$ cat config.mk
export PLATFORM = sky130hd
export DESIGN_NAME = fp_regfile_flat
export DESIGN_NICKNAME = d
export VERILOG_FILES = /design/src/rtl/fp_regfile_if.sv /design/src/rtl/fp_regfile.sv /design/src/flat_wrapper.sv
export SDC_FILE = /design/constraint.sdc
export NUM_CORES = 2
export LEC_CHECK = 0
export CAP_MARGIN = 20
export CORE_AREA = 2 2 340 342
export DETAILED_ROUTE_END_ITERATION = 16
export DIE_AREA = 0 0 342 344
export DONT_BUFFER_PORTS = 1
export GPL_TIMING_DRIVEN = 0
export PLACE_DENSITY_LB_ADDON = 0.15
export SLEW_MARGIN = 20
export SYNTH_ARGS = -nofsm -noshare
export SYNTH_HDL_FRONTEND = slang
export SYNTH_SLANG_ARGS = --single-unit
$ cat constraint.sdc
create_clock -name clk -period 2.92 [get_ports clk]
set_input_delay 0.584 -clock clk [delete_from_list [all_inputs] [get_ports clk]]
set_output_delay 0.584 -clock clk [all_outputs]
set_load 0.1 [all_outputs]
$ cat src/rtl/fp_regfile_if.sv
// fp_regfile_if: read/write port bundle between the FP pipeline and the FP register file
interface fp_regfile_if #(
  parameter int SCALE = 5,
  parameter int WIDTH = 32
);
  logic [SCALE-1:0] ra0;
  logic [WIDTH-1:0] rd0;
  logic [SCALE-1:0] ra1;
  logic [WIDTH-1:0] rd1;
  logic [SCALE-1:0] wa;
  logic             we;
  logic [WIDTH-1:0] wd;
  modport master (output ra0, ra1, wa, we, wd, input rd0, rd1);
  modport slave  (input ra0, ra1, wa, we, wd, output rd0, rd1);
endinterface

$ cat src/rtl/fp_regfile.sv
// fp_regfile: 2**SCALE x WIDTH FP register file, 2 comb reads, 1 sync write; FREG_BYPASS_EN adds write-to-read forwarding
module fp_regfile #(
  parameter int SCALE = 5,
  parameter int WIDTH = 32
) (
  input logic         clk,
  input logic         rst,
  fp_regfile_if.slave bus
);
  logic [WIDTH-1:0] mem [2**SCALE];
  always_ff @(posedge clk)
    if (rst) for (int i = 0; i < 2**SCALE; i++) mem[i] <= '0;
    else if (bus.we) mem[bus.wa] <= bus.wd;
`ifdef FREG_BYPASS_EN
  logic fwd0, fwd1;
  assign fwd0 = bus.we && !rst && bus.ra0 == bus.wa;
  assign fwd1 = bus.we && !rst && bus.ra1 == bus.wa;
  assign bus.rd0 = fwd0 ? bus.wd : mem[bus.ra0];
  assign bus.rd1 = fwd1 ? bus.wd : mem[bus.ra1];
`else
  assign bus.rd0 = mem[bus.ra0];
  assign bus.rd1 = mem[bus.ra1];
`endif
endmodule

$ cat src/flat_wrapper.sv
// flat-port wrapper written by rule: the top's interface ports become plain ports
module fp_regfile_flat 
#(
  parameter int SCALE = 5,
  parameter int WIDTH = 32
)
  (clk, rst, bus_ra0, bus_ra1, bus_wa, bus_we, bus_wd, bus_rd0, bus_rd1);
  fp_regfile_if #(.SCALE(SCALE), .WIDTH(WIDTH)) bus_i ();
  input logic clk;
  input logic rst;
  input wire logic [$bits(bus_i.ra0)-1:0] bus_ra0;
  input wire logic [$bits(bus_i.ra1)-1:0] bus_ra1;
  input wire logic [$bits(bus_i.wa)-1:0] bus_wa;
  input wire logic [$bits(bus_i.we)-1:0] bus_we;
  input wire logic [$bits(bus_i.wd)-1:0] bus_wd;
  output wire logic [$bits(bus_i.rd0)-1:0] bus_rd0;
  output wire logic [$bits(bus_i.rd1)-1:0] bus_rd1;
  assign bus_i.ra0 = bus_ra0;
  assign bus_i.ra1 = bus_ra1;
  assign bus_i.wa = bus_wa;
  assign bus_i.we = bus_we;
  assign bus_i.wd = bus_wd;
  assign bus_rd0 = bus_i.rd0;
  assign bus_rd1 = bus_i.rd1;
  fp_regfile #(.SCALE(SCALE), .WIDTH(WIDTH)) u_core (.clk(clk), .rst(rst), .bus(bus_i));
endmodule
## Word level (Yosys, flattened, before mapping)

Memories as Yosys holds them, arrays and structs flattened.
Index checks and enable logic that the tools add are counted.

| storage, ports and cells | value |
|---|---|
| flip-flop bits (word level) | 0 |
| bits in writable memories | 1024 |
| memories kept | 1 |

| operators by class | value |
|---|---|
| muxes and demuxes | 8 |
| reduce and logical (&&, ||, !) cells | 1 |

Memory list:

| memory | depth | width | rd ports | clocked after Yosys merged registers in | write ports | line | text |
|---|---|---|---|---|---|---|---|
| u_core.mem | 32 | 32 | 2 | 0 | 32 | fp_regfile.sv:10 | `logic [WIDTH-1:0] mem [2**SCALE];` |

Operators with widths:

| operator | number |
|---|---|
| $mux W32 | 1 |
| $reduce_or A32 Y1 | 1 |
| $mux W1 | 6 |
| $mux W5 | 1 |

## Longest topological paths before layout

| logic depth | value |
|---|---|
| depth after elaboration | 5 |
| mapped depth | 8 |

## Worst setup path before layout

No wires, ideal clock.

| timing path | value |
|---|---|
| kind | input to output |
| from | input bus_ra0[1] |
| to | output bus_rd0[25] |
| data arrival time | 2.345 ns |
| data required time | 2.336 ns |
| path slack | -0.009 ns |
| stages on the path | 8 |
| path buffers | 4 |
| path through | buf_4 > buf_6 > buf_6 > buf_6 > mux2i_1 > a22oi_1 > a31oi_1 > nand3_1 |

| between the ends | value |
|---|---|
| cells in the longest elaborated chain, start to end | 1 |

Ends and longest elaborated chain:

| item | line | text |
|---|---|---|
| start: declaration | flat_wrapper.sv:11 | `input wire logic [$bits(bus_i.ra0)-1:0] bus_ra0;` |
| $mem_v2 Z32 W32 | n/a |  |
| end: declaration | flat_wrapper.sv:16 | `output wire logic [$bits(bus_i.rd0)-1:0] bus_rd0;` |

Every way passes these cells.

## Worst setup path after layout

| timing path | value |
|---|---|
| from | input bus_ra1[2] |
| to | output bus_rd1[0] |

| between the ends | value |
|---|---|
| cells in the longest elaborated chain, start to end | 1 |

Ends and longest elaborated chain:

| item | line | text |
|---|---|---|
| start: declaration | flat_wrapper.sv:12 | `input wire logic [$bits(bus_i.ra1)-1:0] bus_ra1;` |
| $mem_v2 Z32 W32 | n/a |  |
| end: declaration | flat_wrapper.sv:17 | `output wire logic [$bits(bus_i.rd1)-1:0] bus_rd1;` |

Every way passes these cells.

==> results.sh <==
export IMPL_status="complete, but fails checks"
export IMPL_failed_checks="setup timing"
export IMPL_max_cap_viol_count=0
export IMPL_yosysMostFrequentCell="and2_1"
export IMPL_portBuffers=0
export IMPL_gp_congestion=0.987
export IMPL_grt_pass1_wl_um=284000
export IMPL_crit_chain="nor2b_1 -> buf_6 -> buf_6 -> buf_4 -> a21oi_1 -> nand3_2 -> nand3_4"
export IMPL_coreArea_um2=114000
export IMPL_swShare_pct=29.1
export IMPL_finalNetCount=4809
export IMPL_antenna_found_initial=9
export IMPL_ys_ff_latch=1024
export IMPL_reg_top3="u_core.mem x1024"
export IMPL_cp_arrival_ns=2.37
export IMPL_setup_violations=19
export IMPL_vias_per_cell=6.27
export IMPL_drt_iter0_markers=5125
export IMPL_vias=39900
export IMPL_syn_area_um2=56500
export IMPL_max_slew_margin_pct=23.3
export IMPL_ys_types=31
export IMPL_crit_start="bus_ra1[2]"
export IMPL_die_area_um2=118000
export IMPL_fill_cells=9476
export IMPL_grt_pass1_vias=38900
export IMPL_ys_warn_count=0
export IMPL_synth_top_cell_area_share_pct=54.4
export IMPL_crit_top_cell="buf_6"
export IMPL_drive_gt1_share_pct=16.7
export IMPL_drt_pass1_iter_count=6
export IMPL_min_path_type="primary input to register"
export IMPL_initial_utilization_pct=49.6
export IMPL_syn_to_final_growth_pct=15.5
export IMPL_root_buffer="clkbuf_16"
export IMPL_power_switching_mw=10.8
export IMPL_die_h_um=344
export IMPL_p_comb_share_pct=16.2
export IMPL_power_leakage_nw=25.4
export IMPL_p_clk_share_pct=36.8
export IMPL_intPower_mw=26.2
export IMPL_synth_fp_nets=4690
export IMPL_period_share_pct=101
export IMPL_criticalPathCategory="primary input to output pin"
export IMPL_cts_buffers=110
export IMPL_cts_sinks=1024
export IMPL_dp_hpwl_um=154000
export IMPL_grt_use_total_pct=34.4
export IMPL_die_width_um=342
export IMPL_irDropWorstVdd_mv=0.390
export IMPL_synthTopCellsByCount="1026 x and2_1, 1024 x edfxtp_1, 1024 x mux2i_1"
export IMPL_drt_total_wl_um=206000
export IMPL_cts_tree="done"
export IMPL_rows=124
export IMPL_synth_top_area_cell="edfxtp_1"
export IMPL_worstPathMaxFanout=10
export IMPL_grt_start_max_net_pins=33
export IMPL_clk_path_buf_depth=3
export IMPL_pre_cts_slack_ns=-1.15
export IMPL_synthFlopType="edfxtp_1"
export IMPL_worst_setup_path_end_kind="output pin"
export IMPL_syn_instance_count=4640
export IMPL_drv_slew=0
export IMPL_wl_per_cell_um=32.4
export IMPL_cp_slowest_cell="nand3_4"
export IMPL_top_register="u_core.mem"
export IMPL_path_clk_slew_ns=0.07
export IMPL_ioPinCount=114
export IMPL_seqPwrFrac_pct=47.0
export IMPL_critPathMaxStageDelay_ns=0.39
export IMPL_postSynthAreaPerCell_um2=12.2
export IMPL_worst_slack_ns=-0.0356
export IMPL_timing_fmax_mhz=338
export IMPL_yosys_top_cells_area="edfxtp_1 54%, mux2i_1 18%, and2_1 11%"
export IMPL_tightest_slew_ns=1.15
export IMPL_cts_htree_levels=3
export IMPL_powerDensity_nw_per_um2=567
export IMPL_drc=0
export IMPL_yosysSeqAreaShare_pct=54.4
export IMPL_final_hold_viol_count=0
export IMPL_synth_edf_count=1024
export IMPL_detail_route_antenna_nets=0
export IMPL_rsz0062_at_grt="yes"
export IMPL_crit_path_end="bus_rd1[0]"
export IMPL_cp_start_kind="primary input"
export IMPL_largest_reg_flops=1024
export IMPL_power_mw=37.0
export IMPL_required_ns=2.34
export IMPL_finalCriticalPeriod_ns=2.96
export IMPL_async_flop_share_pct=0
export IMPL_overflow=0
how the worst min path moves through the flow:
stage | end | cells past startpoint | startpoint | slack, ns
after floorplan | u_core.mem[0][31] | 1 | bus_wd[31] | 0.78
after global placement | u_core.mem[4][29] | 1 | bus_wd[29] | 0.78
after detailed placement | u_core.mem[5][30] | 1 | bus_wd[30] | 0.79
after CTS | u_core.mem[4][21] | 1 | bus_wd[21] | 0.04
after global routing | u_core.mem[5][15] | 1 | bus_wd[15] | 0.07
final | u_core.mem[4][21] | 1 | bus_wd[21] | 0.06
cell usage in the layout, fill, tap and decap left out, types with 5 or more instances in the layout:
cell / netlist / layout
clkbuf_2: 66 / 105
a22o_1: 128 / 128
buf_6: 43 / 83
and2_1: 1026 / 1026
mux2i_2: 0 / 14
nand2_1: 195 / 195
buf_2: 57 / 29
clkbuf_16: 0 / 115
or2_2: 34 / 34
nand3_1: 193 / 67
clkbuf_1: 189 / 145
buf_16: 0 / 8
buf_4: 75 / 47
nand3_2: 0 / 63
nor3_4: 0 / 56
bufinv_16: 0 / 6
a31oi_1: 64 / 9
nor3_2: 0 / 8
a31oi_4: 0 / 21
a22oi_1: 192 / 189
a21oi_2: 0 / 5
nand3_4: 1 / 64
buf_8: 0 / 19
nor2_4: 10 / 10
a21oi_1: 192 / 187
mux2i_1: 1024 / 1007
a31oi_2: 0 / 34
buf_12: 0 / 18
clkinv_1: 0 / 26
clkbuf_4: 4 / 20
edfxtp_1: 1024 / 1024
nand2b_1: 5 / 5
clkinv_2: 0 / 27
nor2_1: 22 / 22
layout make-up:
| type | instances | area, µm² | share of cell area [%] |
|---|---|---|---|
| Sequential cell | 1024 | 30700 | 47.1 |
| Multi-Input combinational cell | 3168 | 25700 | 39.4 |
| Buffer | 446 | 3300 | 5.06 |
| Clock buffer | 136 | 2910 | 4.47 |
| Tap cell | 1512 | 1890 | 2.90 |
| Clock inverter | 65 | 460 | 0.706 |
| Timing Repair Buffer | 9 | 208 | 0.318 |
| Antenna cell | 2 | 5.00 | 0.00767 |
timing repair:
| item | in CTS | in global routing |
|---|---|---|
| hold buffers | 0 | 0 |
| setup buffers | 1 | 2 |
| pin swaps | 83 | 66 |
| endpoints found under the setup margin | 64 | 64 |
| cloned | 1 | 2 |
| resized for setup | 567 | 134 |
power by group through the flow:
stage	logic (mW)	registers (mW)	clock network (mW)
after global routing	6.13	17.5	14.1
after CTS	5.73	17.4	13.5
after global placement	5.09	17.6	0
after detailed placement	5.17	17.7	0
after floorplan	3.56	17.6	0
final	5.98	17.4	13.6
critical path: cells and delay by family:
kind | cells | cell delay [ns]
buffers and inverters | 3 | 0.78
AND/OR/NAND/NOR | 3 | 0.85
AO/OA/AOI/OAI | 1 | 0.13
logic make-up (layout without fill, tap and decap cells):
logic type             Yosys count  count (layout)  share of synthesized area (%)
and+or+nand+nor               1568            1568                           16.1
DFF                           1024            1024                           54.4
other                            0               2                              0
muxes                         1024            1024                           18.1
AOI/OAI and AO/OA              576             576                           6.95
buffers and inverters          448             656                           4.35
layer usage:
| metal | GRT usage [%] | wire [µm] | vias to the layer above |
|---|---|---|---|
| met2 | 53.4 | 92300 | 2151 |
| met5 | 0 | 12 | - |
| met3 | 9.07 | 23900 | 358 |
| li1 | - | - | 17200 |
| met1 | 47.0 | 83000 | 20200 |
| met4 | 11.6 | 6610 | 2 |
per-stage QoR:
step | instance area, µm² | TNS, ns | hold WS [ns] | std cells | utilization [%]
after floorplan | 56500 | 0 | 0.782 | 4640 | -
after global placement | 58400 | -158.63 | 0.783 | 6152 | 51.3
after detailed placement | 58600 | -142.15 | 0.787 | 6155 | 51.4
after CTS | 64600 | -0.00970 | 0.0391 | 6356 | 56.7
after global routing | 65200 | -0.103 | 0.0663 | 6360 | 57.3
final | 65200 | -0.260 | 0.0644 | 6362 | 57.3
No activity file was read; power rests on OpenSTA's default activity.
